===== config.mk =====
export PLATFORM = sky130hd
export DESIGN_NAME = dmem_access_unit_flat
export DESIGN_NICKNAME = d
export VERILOG_FILES = /design/src/rtl/dmem_access_unit_if.sv /design/src/rtl/dmem_access_unit.sv /design/src/flat_wrapper.sv
export SDC_FILE = /design/constraint.sdc
export NUM_CORES = 1
export LEC_CHECK = 0
export BUFFER_PORTS_ARGS = -buffer_cell sky130_fd_sc_hd__buf_2
export CORE_ASPECT_RATIO = 1.4
export CORE_MARGIN = 5
export CORE_UTILIZATION = 44
export CTS_CLUSTER_DIAMETER = 30
export DETAILED_ROUTE_END_ITERATION = 10
export PLACE_DENSITY = 0.82
export RECOVER_POWER = 100
export SLEW_MARGIN = 20
export SYNTH_ARGS = -nofsm -noshare
export SYNTH_HDL_FRONTEND = slang
export SYNTH_SLANG_ARGS = --single-unit

===== constraint.sdc =====
create_clock -name i_clk -period 2.1 [get_ports i_clk]
set_clock_uncertainty 0.15 [all_clocks]
set_input_delay 0.42 -clock i_clk [delete_from_list [all_inputs] [get_ports i_clk]]
set_output_delay 0.42 -clock i_clk [all_outputs]
set_load 0.05 [all_outputs]

===== src/rtl/dmem_access_unit_if.sv =====
// Pipeline-side request/response and RAM-side bus of the memory-stage load/store unit.
// master = pipeline + RAM environment, slave = the load/store unit.
interface dmem_access_unit_if #(
  parameter int ADDR_W = 32
);
  logic              req_valid;
  logic              req_write;
  logic [1:0]        req_size;
  logic              req_unsigned;
  logic [ADDR_W-1:0] req_addr;
  logic [31:0]       req_wdata;
  logic              stall;
  logic [31:0]       load_data;
  logic              load_valid;
  logic              misalign;
  logic              bus_err;
  logic              mem_req;
  logic              mem_we;
  logic [ADDR_W-1:0] mem_addr;
  logic [3:0]        mem_be;
  logic [31:0]       mem_wdata;
  logic              mem_ack;
  logic [31:0]       mem_rdata;

  modport master (
    output req_valid, req_write, req_size, req_unsigned, req_addr, req_wdata,
    output mem_ack, mem_rdata,
    input  stall, load_data, load_valid, misalign, bus_err,
    input  mem_req, mem_we, mem_addr, mem_be, mem_wdata
  );

  modport slave (
    input  req_valid, req_write, req_size, req_unsigned, req_addr, req_wdata,
    input  mem_ack, mem_rdata,
    output stall, load_data, load_valid, misalign, bus_err,
    output mem_req, mem_we, mem_addr, mem_be, mem_wdata
  );
endinterface


===== src/rtl/dmem_access_unit.sv =====
// Memory-stage load/store engine: store lane strobes/replication, load lane extract + extension.
// Optional RAM ack timeout abort is enabled by defining DMEM_ACK_TIMEOUT_EN.
module dmem_access_unit #(
  parameter int ADDR_W  = 32,
  parameter int TIMEOUT = 255
) (
  input  logic              i_clk,
  input  logic              i_rst_n,
  dmem_access_unit_if.slave bus
);
  // state  | meaning
  // S_IDLE | sample request; aligned -> launch RAM access, misaligned -> reject
  // S_WAIT | RAM access outstanding, pipeline stalled, mem_* held
  // S_DONE | access retired, pipeline advances, load_valid for loads
  typedef enum logic [1:0] {
    S_IDLE = 2'd0,
    S_WAIT = 2'd1,
    S_DONE = 2'd2
  } state_t;

  state_t r_state, w_state_nxt;

  logic              r_mem_req;
  logic              r_mem_we;
  logic [ADDR_W-1:0] r_mem_addr;
  logic [3:0]        r_mem_be;
  logic [31:0]       r_mem_wdata;
  logic [31:0]       r_load_data;
  logic [1:0]        r_size;
  logic              r_unsigned;
  logic [1:0]        r_addr_lo;

  logic              w_aligned;
  logic              w_stall;
  logic              w_misalign;
  logic              w_load_valid;
  logic              w_launch;
  logic              w_complete;
  logic              w_abort;
  logic [3:0]        w_be;
  logic [31:0]       w_wdata;
  logic [7:0]        w_byte;
  logic [15:0]       w_half;
  logic [31:0]       w_fmt;

  if (TIMEOUT < 1) begin : g_timeout_check
    $error("dmem_access_unit: TIMEOUT must be at least 1");
  end

`ifdef DMEM_ACK_TIMEOUT_EN
  localparam int CNT_W = ($clog2(TIMEOUT + 1) > 8) ? $clog2(TIMEOUT + 1) : 8;
  logic [CNT_W-1:0]  r_wait_cnt;
  logic              r_bus_err;
`endif

  always_comb begin
    w_aligned = 1'b1;
    case (bus.req_size)
      2'b00:   w_aligned = 1'b1;
      2'b01:   w_aligned = ~bus.req_addr[0];
      default: w_aligned = (bus.req_addr[1:0] == 2'b00);
    endcase
  end

  always_comb begin
    w_be    = 4'b1111;
    w_wdata = bus.req_wdata;
    case (bus.req_size)
      2'b00: begin
        w_be    = 4'b0001 << bus.req_addr[1:0];
        w_wdata = {4{bus.req_wdata[7:0]}};
      end
      2'b01: begin
        w_be    = bus.req_addr[1] ? 4'b1100 : 4'b0011;
        w_wdata = {2{bus.req_wdata[15:0]}};
      end
      default: begin
        w_be    = 4'b1111;
        w_wdata = bus.req_wdata;
      end
    endcase
  end

  // Lane selection uses the latched request, since req_* may already show the next instruction.
  always_comb begin
    w_byte = bus.mem_rdata[7:0];
    case (r_addr_lo)
      2'd1:    w_byte = bus.mem_rdata[15:8];
      2'd2:    w_byte = bus.mem_rdata[23:16];
      2'd3:    w_byte = bus.mem_rdata[31:24];
      default: w_byte = bus.mem_rdata[7:0];
    endcase
    w_half = r_addr_lo[1] ? bus.mem_rdata[31:16] : bus.mem_rdata[15:0];
    case (r_size)
      2'b00:   w_fmt = {{24{w_byte[7] & ~r_unsigned}}, w_byte};
      2'b01:   w_fmt = {{16{w_half[15] & ~r_unsigned}}, w_half};
      default: w_fmt = bus.mem_rdata;
    endcase
  end

  always_ff @(posedge i_clk or negedge i_rst_n) begin
    if (!i_rst_n) r_state <= S_IDLE;
    else          r_state <= w_state_nxt;
  end

  always_comb begin
    w_state_nxt  = r_state;
    w_stall      = 1'b0;
    w_misalign   = 1'b0;
    w_load_valid = 1'b0;
    w_launch     = 1'b0;
    w_complete   = 1'b0;
    w_abort      = 1'b0;
    case (r_state)
      S_IDLE: begin
        if (bus.req_valid) begin
          if (w_aligned) begin
            w_stall     = 1'b1;
            w_launch    = 1'b1;
            w_state_nxt = S_WAIT;
          end else begin
            w_misalign  = 1'b1;
          end
        end
      end
      S_WAIT: begin
        w_stall = 1'b1;
        if (bus.mem_ack) begin
          w_complete  = 1'b1;
          w_state_nxt = S_DONE;
        end
`ifdef DMEM_ACK_TIMEOUT_EN
        // This cycle is the TIMEOUT-th WAIT cycle without an ack.
        else if (r_wait_cnt == CNT_W'(TIMEOUT - 1)) begin
          w_abort     = 1'b1;
          w_state_nxt = S_DONE;
        end
`endif
      end
      S_DONE: begin
        w_load_valid = ~r_mem_we;
        w_state_nxt  = S_IDLE;
      end
      default: w_state_nxt = S_IDLE;
    endcase
  end

  always_ff @(posedge i_clk or negedge i_rst_n) begin
    if (!i_rst_n) begin
      r_mem_req   <= 1'b0;
      r_mem_we    <= 1'b0;
      r_mem_addr  <= '0;
      r_mem_be    <= 4'b0000;
      r_mem_wdata <= 32'h0;
      r_load_data <= 32'h0;
      r_size      <= 2'b00;
      r_unsigned  <= 1'b0;
      r_addr_lo   <= 2'b00;
    end else begin
      if (w_launch) begin
        r_mem_req   <= 1'b1;
        r_mem_we    <= bus.req_write;
        r_mem_addr  <= {bus.req_addr[ADDR_W-1:2], 2'b00};
        r_mem_be    <= w_be;
        r_mem_wdata <= w_wdata;
        r_size      <= bus.req_size;
        r_unsigned  <= bus.req_unsigned;
        r_addr_lo   <= bus.req_addr[1:0];
      end
      if (w_complete || w_abort) r_mem_req <= 1'b0;
      if (w_complete && !r_mem_we) r_load_data <= w_fmt;
      if (w_abort) r_load_data <= 32'h0;
    end
  end

`ifdef DMEM_ACK_TIMEOUT_EN
  always_ff @(posedge i_clk or negedge i_rst_n) begin
    if (!i_rst_n) begin
      r_wait_cnt <= '0;
      r_bus_err  <= 1'b0;
    end else begin
      if (w_launch)
        r_wait_cnt <= '0;
      else if (r_state == S_WAIT && !bus.mem_ack)
        r_wait_cnt <= r_wait_cnt + 1'b1;
      r_bus_err <= w_abort;
    end
  end
  assign bus.bus_err = r_bus_err;
`else
  assign bus.bus_err = 1'b0;
`endif

  assign bus.stall      = w_stall;
  assign bus.misalign   = w_misalign;
  assign bus.load_valid = w_load_valid;
  assign bus.load_data  = r_load_data;
  assign bus.mem_req    = r_mem_req;
  assign bus.mem_we     = r_mem_we;
  assign bus.mem_addr   = r_mem_addr;
  assign bus.mem_be     = r_mem_be;
  assign bus.mem_wdata  = r_mem_wdata;
endmodule


===== src/flat_wrapper.sv =====
// flat-port wrapper written by rule: the top's interface ports become plain ports
module dmem_access_unit_flat 
#(
  parameter int ADDR_W  = 32,
  parameter int TIMEOUT = 255
)
  (i_clk, i_rst_n, bus_req_valid, bus_req_write, bus_req_size, bus_req_unsigned, bus_req_addr, bus_req_wdata, bus_mem_ack, bus_mem_rdata, bus_stall, bus_load_data, bus_load_valid, bus_misalign, bus_bus_err, bus_mem_req, bus_mem_we, bus_mem_addr, bus_mem_be, bus_mem_wdata);
  dmem_access_unit_if #(.ADDR_W(ADDR_W)) bus_i ();
  input  logic i_clk;
  input  logic i_rst_n;
  input wire logic [$bits(bus_i.req_valid)-1:0] bus_req_valid;
  input wire logic [$bits(bus_i.req_write)-1:0] bus_req_write;
  input wire logic [$bits(bus_i.req_size)-1:0] bus_req_size;
  input wire logic [$bits(bus_i.req_unsigned)-1:0] bus_req_unsigned;
  input wire logic [$bits(bus_i.req_addr)-1:0] bus_req_addr;
  input wire logic [$bits(bus_i.req_wdata)-1:0] bus_req_wdata;
  input wire logic [$bits(bus_i.mem_ack)-1:0] bus_mem_ack;
  input wire logic [$bits(bus_i.mem_rdata)-1:0] bus_mem_rdata;
  output wire logic [$bits(bus_i.stall)-1:0] bus_stall;
  output wire logic [$bits(bus_i.load_data)-1:0] bus_load_data;
  output wire logic [$bits(bus_i.load_valid)-1:0] bus_load_valid;
  output wire logic [$bits(bus_i.misalign)-1:0] bus_misalign;
  output wire logic [$bits(bus_i.bus_err)-1:0] bus_bus_err;
  output wire logic [$bits(bus_i.mem_req)-1:0] bus_mem_req;
  output wire logic [$bits(bus_i.mem_we)-1:0] bus_mem_we;
  output wire logic [$bits(bus_i.mem_addr)-1:0] bus_mem_addr;
  output wire logic [$bits(bus_i.mem_be)-1:0] bus_mem_be;
  output wire logic [$bits(bus_i.mem_wdata)-1:0] bus_mem_wdata;
  assign bus_i.req_valid = bus_req_valid;
  assign bus_i.req_write = bus_req_write;
  assign bus_i.req_size = bus_req_size;
  assign bus_i.req_unsigned = bus_req_unsigned;
  assign bus_i.req_addr = bus_req_addr;
  assign bus_i.req_wdata = bus_req_wdata;
  assign bus_i.mem_ack = bus_mem_ack;
  assign bus_i.mem_rdata = bus_mem_rdata;
  assign bus_stall = bus_i.stall;
  assign bus_load_data = bus_i.load_data;
  assign bus_load_valid = bus_i.load_valid;
  assign bus_misalign = bus_i.misalign;
  assign bus_bus_err = bus_i.bus_err;
  assign bus_mem_req = bus_i.mem_req;
  assign bus_mem_we = bus_i.mem_we;
  assign bus_mem_addr = bus_i.mem_addr;
  assign bus_mem_be = bus_i.mem_be;
  assign bus_mem_wdata = bus_i.mem_wdata;
  dmem_access_unit #(.ADDR_W(ADDR_W), .TIMEOUT(TIMEOUT)) u_core (.i_clk(i_clk), .i_rst_n(i_rst_n), .bus(bus_i));
endmodule

==> results of run 1 <==
flip-flops by register name (all words and copies together), names as in the netlist:
signal / count
u_core.r_addr_lo: 2
u_core.bus.mem_we: 1
u_core.r_unsigned: 1
u_core.bus.load_data: 32
u_core.bus.mem_wdata: 32
u_core.r_state: 2
u_core.bus.mem_be: 4
u_core.r_size: 2
u_core.bus.mem_req: 1
u_core.bus.mem_addr: 30
worst max-delay path, stage by stage, from the launching register on:
cell and delay (ns):
dfrtp_1 0.38, or3b_1 0.43, a221o_4 0.38, buf_12 0.21, mux2_4 0.34
kinds of logic (layout without fill, tap and decap cells):
| logic type | Yosys count | in the layout | synth area share, % |
|---|---|---|---|
| compound gates | 93 | 93 | 11.9 |
| buf+inv | 43 | 249 | 4.12 |
| flops | 107 | 107 | 53.5 |
| mux | 78 | 78 | 19.4 |
| other cells | 1 | 3 | 0.0749 |
| simple gates | 125 | 125 | 11.0 |
synth_stat cells (2+ instances only):
| cell type | instances | share of area, % |
|---|---|---|
| nand3_1 | 34 | 3.4 |
| a21o_1 | 2 | 0.30 |
| mux2i_1 | 26 | 5.2 |
| inv_1 | 6 | 0.45 |
| buf_4 | 3 | 0.45 |
| a21oi_1 | 20 | 2.0 |
| a22oi_1 | 8 | 1.2 |
| dfrtp_1 | 107 | 53 |
| buf_2 | 3 | 0.30 |
| a222oi_1 | 6 | 1.2 |
| nor2_1 | 24 | 1.8 |
| buf_6 | 4 | 0.90 |
| o21ai_0 | 38 | 3.8 |
| clkbuf_1 | 26 | 1.9 |
| mux2_2 | 21 | 4.7 |
| a22o_1 | 13 | 2.3 |
| mux2_4 | 30 | 9.0 |
| nand2b_1 | 3 | 0.37 |
| nand2_1 | 54 | 4.0 |
layer usage:
metal	routed length, um	global-route usage (%)	vias up
met5	7	0	-
met4	354	8.31	2
met3	1280	6.01	27
met2	7290	35.6	201
met1	5230	24.4	2038
li1	-	-	1980
worst paths after layout:
kind | endpoint | slack [ns] | cells past startpoint
setup / recovery | u_core.bus.mem_addr[18]$_DFFE_PN0P_ | 0.05 | 4
hold / removal | u_core.bus.mem_addr[20]$_DFFE_PN0P_ | 0.13 | 2
setup reg to reg | u_core.bus.mem_addr[18]$_DFFE_PN0P_ | 0.05 | 4
hold reg to reg | u_core.bus.mem_req$_DFFE_PN0P_ | 0.33 | 2
max in group asynchronous | u_core.bus.load_data[13]$_DFFE_PN0P_ | 0.33 | 3
min in group asynchronous | u_core.bus.mem_addr[20]$_DFFE_PN0P_ | 0.67 | 2
timing repair:
item | CTS | global route
gates resized for setup | 3 | 3
endpoints found under the hold margin | 39 | 0
hold buffers | 1 | 0
setup endpoints to repair | 2 | 7
final cells by class:
class	count	area (sq um)	share of cell area, %
clock buffers	9	225	3.51
clock inverters	7	57.6	0.896
inverters	6	22.5	0.351
multi-input cells	299	2130	33.2
flip-flops and latches	107	2680	41.7
well taps	144	180	2.81
repair buffers	227	1130	17.6
placed cells by master, fill, tap and decap left out, types with 2 or more instances in the layout:
cell type | netlist | layout
dfrtp_1 | 107 | 107
buf_2 | 3 | 102
clkbuf_1 | 26 | 101
nand2_1 | 54 | 54
o21ai_0 | 38 | 38
nand3_1 | 34 | 34
mux2i_1 | 26 | 26
nor2_1 | 24 | 22
mux2_4 | 30 | 22
a21oi_1 | 20 | 20
mux2_2 | 21 | 20
a22o_1 | 13 | 13
buf_4 | 3 | 13
mux2_1 | 0 | 9
clkbuf_16 | 0 | 9
a22oi_1 | 8 | 7
inv_1 | 6 | 6
a222oi_1 | 6 | 6
buf_12 | 0 | 4
nand2b_1 | 3 | 3
conb_1 | 1 | 3
buf_6 | 4 | 3
nor2_2 | 0 | 2
a21o_1 | 2 | 2
clkinvlp_4 | 0 | 2
inv_6 | 0 | 2
clkbuf_2 | 0 | 2
power breakdown:
part	leakage [nW]	switching, mW	internal, mW
registers	1.30	0.456	2.82
clock network	0.134	0.794	0.822
logic	1.68	3.85	1.13
total	3.11	5.10	4.77
stage by stage:
step | utilization [%] | TNS [ns]
finish | 57.2 | 0
floorplan | - | -0.0718
detailed placement | 56.1 | -0.688
global placement | 56.1 | -0.0763
CTS | 58.8 | 0
global route | 57.2 | 0
==> results.ini, run 1 <==
[global_route]
grt_pass1_wl_mm = 22.6
overflow = 0
grt.total_usage_pct = 20.8
antenna_found_initial = 1
grt_pass1_vias = 4576
grt_max_degree = 57

[detailed_routing]
drtIter0Drc = 188
wl_mm = 14.2
viasPerCell = 5.32
via_count = 4248
first_pass_iters = 7
wl_per_cell_um = 17.7
drc = 0
ant_nets = 0

[setup_path]
crit_start = u_core.r_state[0]$_DFFE_PN0P_
arrival_ns = 2.12
start_kind = flip-flop
worstPathRequired_ns = 2.17
critical_path_class = reg2reg
crit_path_end_kind = flip-flop
crit_fanout = 56
reg2reg_from = u_core.r_state[0]$_DFFE_PN0P_

[die]
fp.dieH_um = 136
rows = 46
core-area_sq_mm = 0.0112
fp.dieW_um = 100
pin_count = 210
start_util_pct = 44.6
die_area_sq_mm = 0.0136

[clock_network]
htreeDepth = 3
numCtsBuffers = 9
post_cts_buffers = 0
clk_path_buf_depth = 2
path_clk_slew_ns = 0.08
cts_tree = yes
root_buffer = clkbuf_16
numClockSinks = 107
insertion_delay_ns = 0.35

[synthesis]
synth_seq_area_share_pct = 53.5
ys_warn_count = 0
ys_async_sr_fraction_pct = 100
synthFlopType = dfrtp_1
netlist_area_sq_mm = 0.00501
ys_ff_latch = 107
synth_edf_count = 0
avgSynthCellArea_sq_um = 11.2
syn_inst = 447
ys_types = 38

[final_layout]
drive_gt1_share_pct = 29.2
diodes = 0
fin_area_sq_mm = 0.00642
area_delta_synth_final_pct = 28.2
fillers = 1041
layoutNonFillerInstCount = 799
layout.nets = 754

[worst_hold_path]
hold_path.class = in2reg
min_from = bus_req_addr[20]

[sta]
final-setup-viol-count = 0
grt_setup_unrepaired = no
min_period_over_period_pct = 97.4
whs_ns = 0.135
worst_pin_slew_ns = 1.12
period_minus_slack_ns = 2.05
fmax_mhz = 489
hold_viol = 0
worst_slack_ns = 0.0544
final-max-slew-violation-count = 0
slew_headroom_pct = 25.0

[placement]
pre_cts_ws_ns = -0.0760
hpwl_mm = 10.9
port_buffers = 206
placed_area_sq_mm = 0.00629
place.gp.congestion = 0.811
dp.cells = 782

[pwr]
finalPower_mw = 9.88
ir_drop_uv = 950
p_leak_nw = 3.11
power_density_mw_per_mm2 = 1540

[job]
max-cap-violations = 0

[outcome]
outcome = completed

No activity file was read; power rests on OpenSTA's default activity.
==> run 2: changes to the inputs <==
--- a/config.mk
+++ b/config.mk
@@ -10,7 +10,9 @@
 export CORE_MARGIN = 5
 export CORE_UTILIZATION = 44
 export CTS_CLUSTER_DIAMETER = 30
+export CTS_CLUSTER_SIZE = 40
 export DETAILED_ROUTE_END_ITERATION = 10
+export GPL_TIMING_DRIVEN = 0
 export PLACE_DENSITY = 0.82
 export RECOVER_POWER = 100
 export SLEW_MARGIN = 20
==> run 2 against run 1 <==
Net effect:
- count of clock-buffer cells in the layout is 1 higher
- worst setup slack worse by 0.018 ns
- flip-flop and latch count stayed put
- routed wire length is 5.7% higher
- final cell count is 2.8% higher
- core utilization is 0.96 points higher
==> results.ini, run 2 (synthesized netlist as in run 1, its figures left out) <==
[outcome]
outcome = completed

[sta]
fmax_mhz = 484  ; -0.90%
grt_setup_unrepaired = yes
worst_pin_slew_ns = 0.752  ; -0.373 ns
whs_ns = 0.152  ; +0.0176 ns
hold_viol = 0  ; unchanged
setup-tns-final_ns = 0  ; unchanged
final-max-slew-violation-count = 0  ; unchanged
period_minus_slack_ns = 2.06  ; +0.0185 ns
slew_headroom_pct = 49.7  ; +25 points
min_period_over_period_pct = 98.3  ; +0.88 points
final-setup-viol-count = 0  ; unchanged

[clock_network]
path_clk_slew_ns = 0.07  ; about the same
cts_tree = yes
numClockSinks = 107  ; unchanged
clk_path_buf_depth = 2  ; unchanged
root_buffer = clkbuf_16
insertion_delay_ns = 0.34  ; about the same
htreeDepth = 3  ; unchanged
numCtsBuffers = 9  ; unchanged

[detailed_routing]
wl_per_cell_um = 18.2  ; +2.8%
via_count = 4400  ; +3.6%
viasPerCell = 5.36  ; +0.80%
wl_mm = 15.0  ; +5.7%
drc = 0  ; unchanged
first_pass_iters = 5  ; -2
drtIter0Drc = 168  ; -11%
ant_nets = 0  ; unchanged

[die]
start_util_pct = 44.6  ; unchanged
fp.dieH_um = 136  ; unchanged
rows = 46  ; unchanged
die_area_sq_mm = 0.0136  ; unchanged
fp.dieW_um = 100  ; unchanged
core-area_sq_mm = 0.0112  ; unchanged
pin_count = 210  ; unchanged

[final_layout]
layout.nets = 775  ; +2.8%
fin_area_sq_mm = 0.00653  ; +1.7%
final_cell_mix = clkbuf_1 (116), buf_2 (107), dfrtp_1 (105)
fillers = 1014  ; -2.6%
drive_gt1_share_pct = 30.8  ; +1.6 points
multi_input_area_sq_mm = 0.00216  ; +1.4%
layoutNonFillerInstCount = 821  ; +2.8%
layout_commonest_cell = clkbuf_1
utilization_pct = 58.2  ; +0.96 points
register_area_sq_mm = 0.00268  ; about the same
area_delta_synth_final_pct = 30.4

[placement]
port_buffers = 205  ; -0.49%
placed_area_sq_mm = 0.00628  ; -0.22%
dp.cells = 799  ; +2.2%
place.gp.congestion = 0.858  ; +5.8%
hpwl_mm = 11.6  ; +6.3%

[setup_path]
worstPathRequired_ns = 2.18  ; about the same
crit_fanout = 10  ; -82%
critical_path_class = reg2reg
crit_path_end_kind = flip-flop
start_kind = flip-flop
arrival_ns = 2.14  ; +0.02 ns

[global_route]
grt_pass1_vias = 4655  ; +1.7%
grt.total_usage_pct = 22.0  ; +1.2 points
antenna_found_initial = 2  ; +1
overflow = 0  ; unchanged
grt_max_degree = 83  ; +46%
grt_pass1_wl_mm = 23.6  ; +4.6%

[worst_hold_path]
hold_path.class = in2reg

[pwr]
power_density_mw_per_mm2 = 1520  ; -0.93%
ir_drop_uv = 750  ; -21%
p_leak_nw = 3.17  ; +1.8%

[job]
max-cap-violations = 0  ; unchanged

-- run 2: cell types whose count changed in the layout (fill, tap and decap cells not counted), sizes merged --
cell and delta:
clkbuf +21, clkinvlp +2, diode +1, buf +1, inv -1, clkinv -2
-- run 2: final timing paths --
check                                                          start                                    to  cells past startpoint  slack [ns]
worst max-delay path                   u_core.r_state[1]$_DFFE_PN0P_   u_core.bus.mem_addr[25]$_DFFE_PN0P_                      5        0.04
worst min-delay path                                     bus_mem_ack         u_core.r_state[0]$_DFFE_PN0P_                      2        0.15
worst max register to register         u_core.r_state[1]$_DFFE_PN0P_   u_core.bus.mem_addr[25]$_DFFE_PN0P_                      5        0.04
worst min register to register  u_core.bus.mem_wdata[28]$_DFFE_PN0P_  u_core.bus.mem_wdata[28]$_DFFE_PN0P_                      2        0.33
max in group asynchronous                                    i_rst_n         u_core.r_state[1]$_DFFE_PN0P_                      3        0.44
min in group asynchronous                                    i_rst_n   u_core.bus.mem_addr[21]$_DFFE_PN0P_                      2        0.50
-- run 2: cell type report --
type / instances / area share (%)
Multi-Input combinational cell: 299 / 33.1
Buffer: 35 / 3.28
Sequential cell: 107 / 41.1
Timing Repair Buffer: 213 / 15.2
Antenna cell: 1 / 0.0383
Clock buffer: 10 / 3.51
Clock inverter: 6 / 0.767
Inverter: 6 / 0.345
Tap cell: 144 / 2.76
-- run 2: power breakdown --
part / internal [mW] / leakage [nW] / switching (mW) / total [mW]
combinational: 1.19 / 1.75 / 3.87 / 5.06
clock: 0.818 / 0.123 / 0.785 / 1.60
sequential: 2.82 / 1.30 / 0.467 / 3.29
-- run 2: what timing repair did --
item                                    CTS  global route
hold endpoints to repair                 25             0
pin swaps                                 1             1
hold buffers                              1             0
endpoints found under the setup margin   82            78
buffers inserted                          4             2
gates resized for setup                  14            17
-- run 2: metrics by stage --
| stage | power [mW] | worst slack, ns |
|---|---|---|
| 2_1_floorplan | 7.16 | -0.0718 |
| 3_3_place_gp | 8.43 | -0.655 |
| 3_5_place_dp | 8.55 | -0.352 |
| 4_1_cts | 10.2 | -0.00400 |
| 5_1_grt | 10.4 | -0.0299 |
| 6_report | 9.95 | 0.0359 |
-- run 2: layer usage --
layer | track usage, % | vias to the layer above | routed length (um)
met4 | 8.84 | 2 | 386
met3 | 7.29 | 29 | 1500
met5 | 0 | - | 11
li1 | - | 2028 | -
met1 | 25.0 | 2111 | 5260
met2 | 38.0 | 230 | 7810
-- run 2: worst max-delay path, cell delays in order (launching register included) --
cell,delay (ns)
dfrtp_2,0.43
or3b_4,0.40
a221o_1,0.32
buf_6,0.18
buf_8,0.16
mux2_4,0.30
==> run 3: changes to the inputs <==
--- a/config.mk
+++ b/config.mk
@@ -8,12 +8,12 @@
 export BUFFER_PORTS_ARGS = -buffer_cell sky130_fd_sc_hd__buf_2
 export CORE_ASPECT_RATIO = 1.4
 export CORE_MARGIN = 5
-export CORE_UTILIZATION = 44
+export CORE_UTILIZATION = 52
 export CTS_CLUSTER_DIAMETER = 30
 export CTS_CLUSTER_SIZE = 40
 export DETAILED_ROUTE_END_ITERATION = 10
 export GPL_TIMING_DRIVEN = 0
-export PLACE_DENSITY = 0.82
+export PLACE_DENSITY = 0.91
 export RECOVER_POWER = 100
 export SLEW_MARGIN = 20
 export SYNTH_ARGS = -nofsm -noshare
==> constraint.sdc (replaced) <==
create_clock -name i_clk -period 2.7 [get_ports i_clk]
set_clock_uncertainty 0.15 [all_clocks]
set_input_delay 0.54 -clock i_clk [delete_from_list [all_inputs] [get_ports i_clk]]
set_output_delay 0.54 -clock i_clk [all_outputs]
set_load 0.05 [all_outputs]
==> run 3 against run 2 <==
Net effect:
- via count is 3.2% higher
- power is 23% lower
- die area fell by 14%
- critical endpoint is now bus_stall
- largest power group unchanged
- highest routed layer is now met4
==> results.ini, run 3 (synthesized netlist as in run 1, its figures left out) <==
[clock_network]
ctsResizeCount = 0  ; -14
cts_tree = yes
numClockSinks = 107  ; unchanged
insertion_delay_ns = 0.34  ; about the same
clk_path_buf_depth = 2  ; unchanged
root_buffer = clkbuf_16
htreeDepth = 3  ; unchanged
cts_hold_buffers = 1  ; unchanged
post_cts_buffers = 0  ; -4
numCtsBuffers = 9  ; unchanged
path_clk_slew_ns = 0.07  ; about the same

[die]
core-area_sq_mm = 0.00946  ; -16%
fp.dieH_um = 126  ; -7.4%
pin_count = 210  ; unchanged
fp.dieW_um = 92.9  ; -7.2%
rows = 42  ; -8.7%
start_util_pct = 52.9  ; +8.3 points
die_area_sq_mm = 0.0117  ; -14%

[setup_path]
crit_path_end_kind = output pin
rr_worst_depth = 5  ; unchanged
start_kind = primary input
arrival_ns = 1.83  ; -0.31 ns
worstPathRequired_ns = 2.01  ; -0.17 ns
critical_path_class = in2out
r2r-end = u_core.bus.load_data[27]$_DFFE_PN0P_
crit_end = bus_stall
crit_fanout = 6  ; -4
crit_start = bus_req_size[1]
reg2reg_from = u_core.r_addr_lo[0]$_DFFE_PN0P_
reg2reg_slack_ns = 0.19  ; +0.15 ns

[detailed_routing]
drc = 0  ; unchanged
viasPerCell = 5.80  ; +8.3%
drtIter0Drc = 250  ; +49%
via_count = 4539  ; +3.2%
wl_mm = 15.0  ; about the same
wl_per_cell_um = 19.2  ; +5.1%
ant_nets = 0  ; unchanged
first_pass_iters = 5  ; unchanged

[final_layout]
utilization_pct = 66.2  ; +8.0 points
diodes = 0  ; -1
drive_gt1_share_pct = 22.3  ; -8.4 points
final_cell_mix = clkbuf_1 (134), dfrtp_1 (107), buf_2 (101)
area_delta_synth_final_pct = 25.1
layout_commonest_cell = clkbuf_1
layout.nets = 771  ; -0.52%

[pwr]
p_leak_nw = 2.98  ; -6.0%
ir_drop_uv = 784  ; +4.4%
finalPower_mw = 7.71  ; -23%
power_density_mw_per_mm2 = 1230  ; -19%

[outcome]
outcome = completed

[placement]
port_buffers = 205  ; unchanged
hpwl_mm = 11.6  ; -0.37%
pre_cts_ws_ns = 0.189  ; +0.542 ns
place.gp.congestion = 0.950  ; +11%

[sta]
final-max-slew-violation-count = 0  ; unchanged
fmax_mhz = 397
worst_pin_slew_ns = 1.25  ; +0.502 ns
min_period_over_period_pct = 93.2
grt_setup_unrepaired = no
worst_slack_ns = 0.184  ; +0.148 ns
slew_headroom_pct = 16.4  ; -33 points
final-setup-viol-count = 0  ; unchanged
period_minus_slack_ns = 2.52
hold_viol = 0  ; unchanged

[global_route]
overflow = 0  ; unchanged
antenna_found_initial = 0  ; -2
grt.total_usage_pct = 25.9  ; +3.8 points
grt_pass1_wl_mm = 23.9  ; +0.91%
grt_pass1_vias = 4839  ; +4.0%
grt_max_degree = 59  ; -29%

[job]
max-cap-violations = 0  ; unchanged

[worst_hold_path]
hold_path.class = in2reg

run 3: metrics by stage:
stage / area (sq um) / std cells / hold WS (ns) / setup TNS [ns]
finish: 6260 / 782 / 0.257 / 0
global route: 6260 / 782 / 0.250 / 0
CTS: 6530 / 782 / 0.254 / 0
detailed placement: 6210 / 765 / 0.313 / 0
global placement: 6180 / 764 / 0.308 / -19.54
floorplan: 5010 / 449 / 0.0944 / 0
run 3: report_power, final:
part	switching [mW]	internal [mW]	total [mW]
clock	0.591	0.756	1.35
sequential	0.357	2.19	2.55
combinational	3.02	0.793	3.81
run 3: worst min path at each step:
stage | from | end | slack, ns | depth (start not counted)
2_1_floorplan | i_rst_n | u_core.bus.load_data[0]$_DFFE_PN0P_ | 0.09 | 0
3_3_place_gp | u_core.bus.mem_wdata[26]$_DFFE_PN0P_ | u_core.bus.mem_wdata[26]$_DFFE_PN0P_ | 0.31 | 2
3_5_place_dp | u_core.bus.load_data[31]$_DFFE_PN0P_ | u_core.bus.load_data[31]$_DFFE_PN0P_ | 0.31 | 2
4_1_cts | bus_mem_ack | u_core.r_state[0]$_DFFE_PN0P_ | 0.25 | 2
5_1_grt | bus_req_addr[23] | u_core.bus.mem_addr[23]$_DFFE_PN0P_ | 0.25 | 2
6_report | bus_req_addr[11] | u_core.bus.mem_addr[11]$_DFFE_PN0P_ | 0.26 | 2
run 3: cell type report:
type | count | area (sq um)
multi-input cells | 299 | 2040
plain buffers | 37 | 159
clock buffers | 12 | 246
flip-flops and latches | 107 | 2680
repair buffers | 207 | 921
well taps | 110 | 138
clock inverters | 4 | 57.6
inverters | 6 | 22.5
fillers | 824 | 3200
run 3: per-layer routing:
metal | vias up | wire (um) | GRT usage (%)
met5 | - | 0 | 0
met2 | 310 | 7700 | 46.0
li1 | 2032 | - | -
met3 | 47 | 1580 | 7.34
met1 | 2150 | 5150 | 27.9
met4 | 0 | 542 | 12.3
run 3: worst max-delay path, cell delays in order:
cell,delay (ns)
clkbuf_1,0.13
or2_1,0.24
clkbuf_1,0.15
a22oi_1,0.27
a21oi_1,0.11
nor2_1,0.09
clkbuf_2,0.28
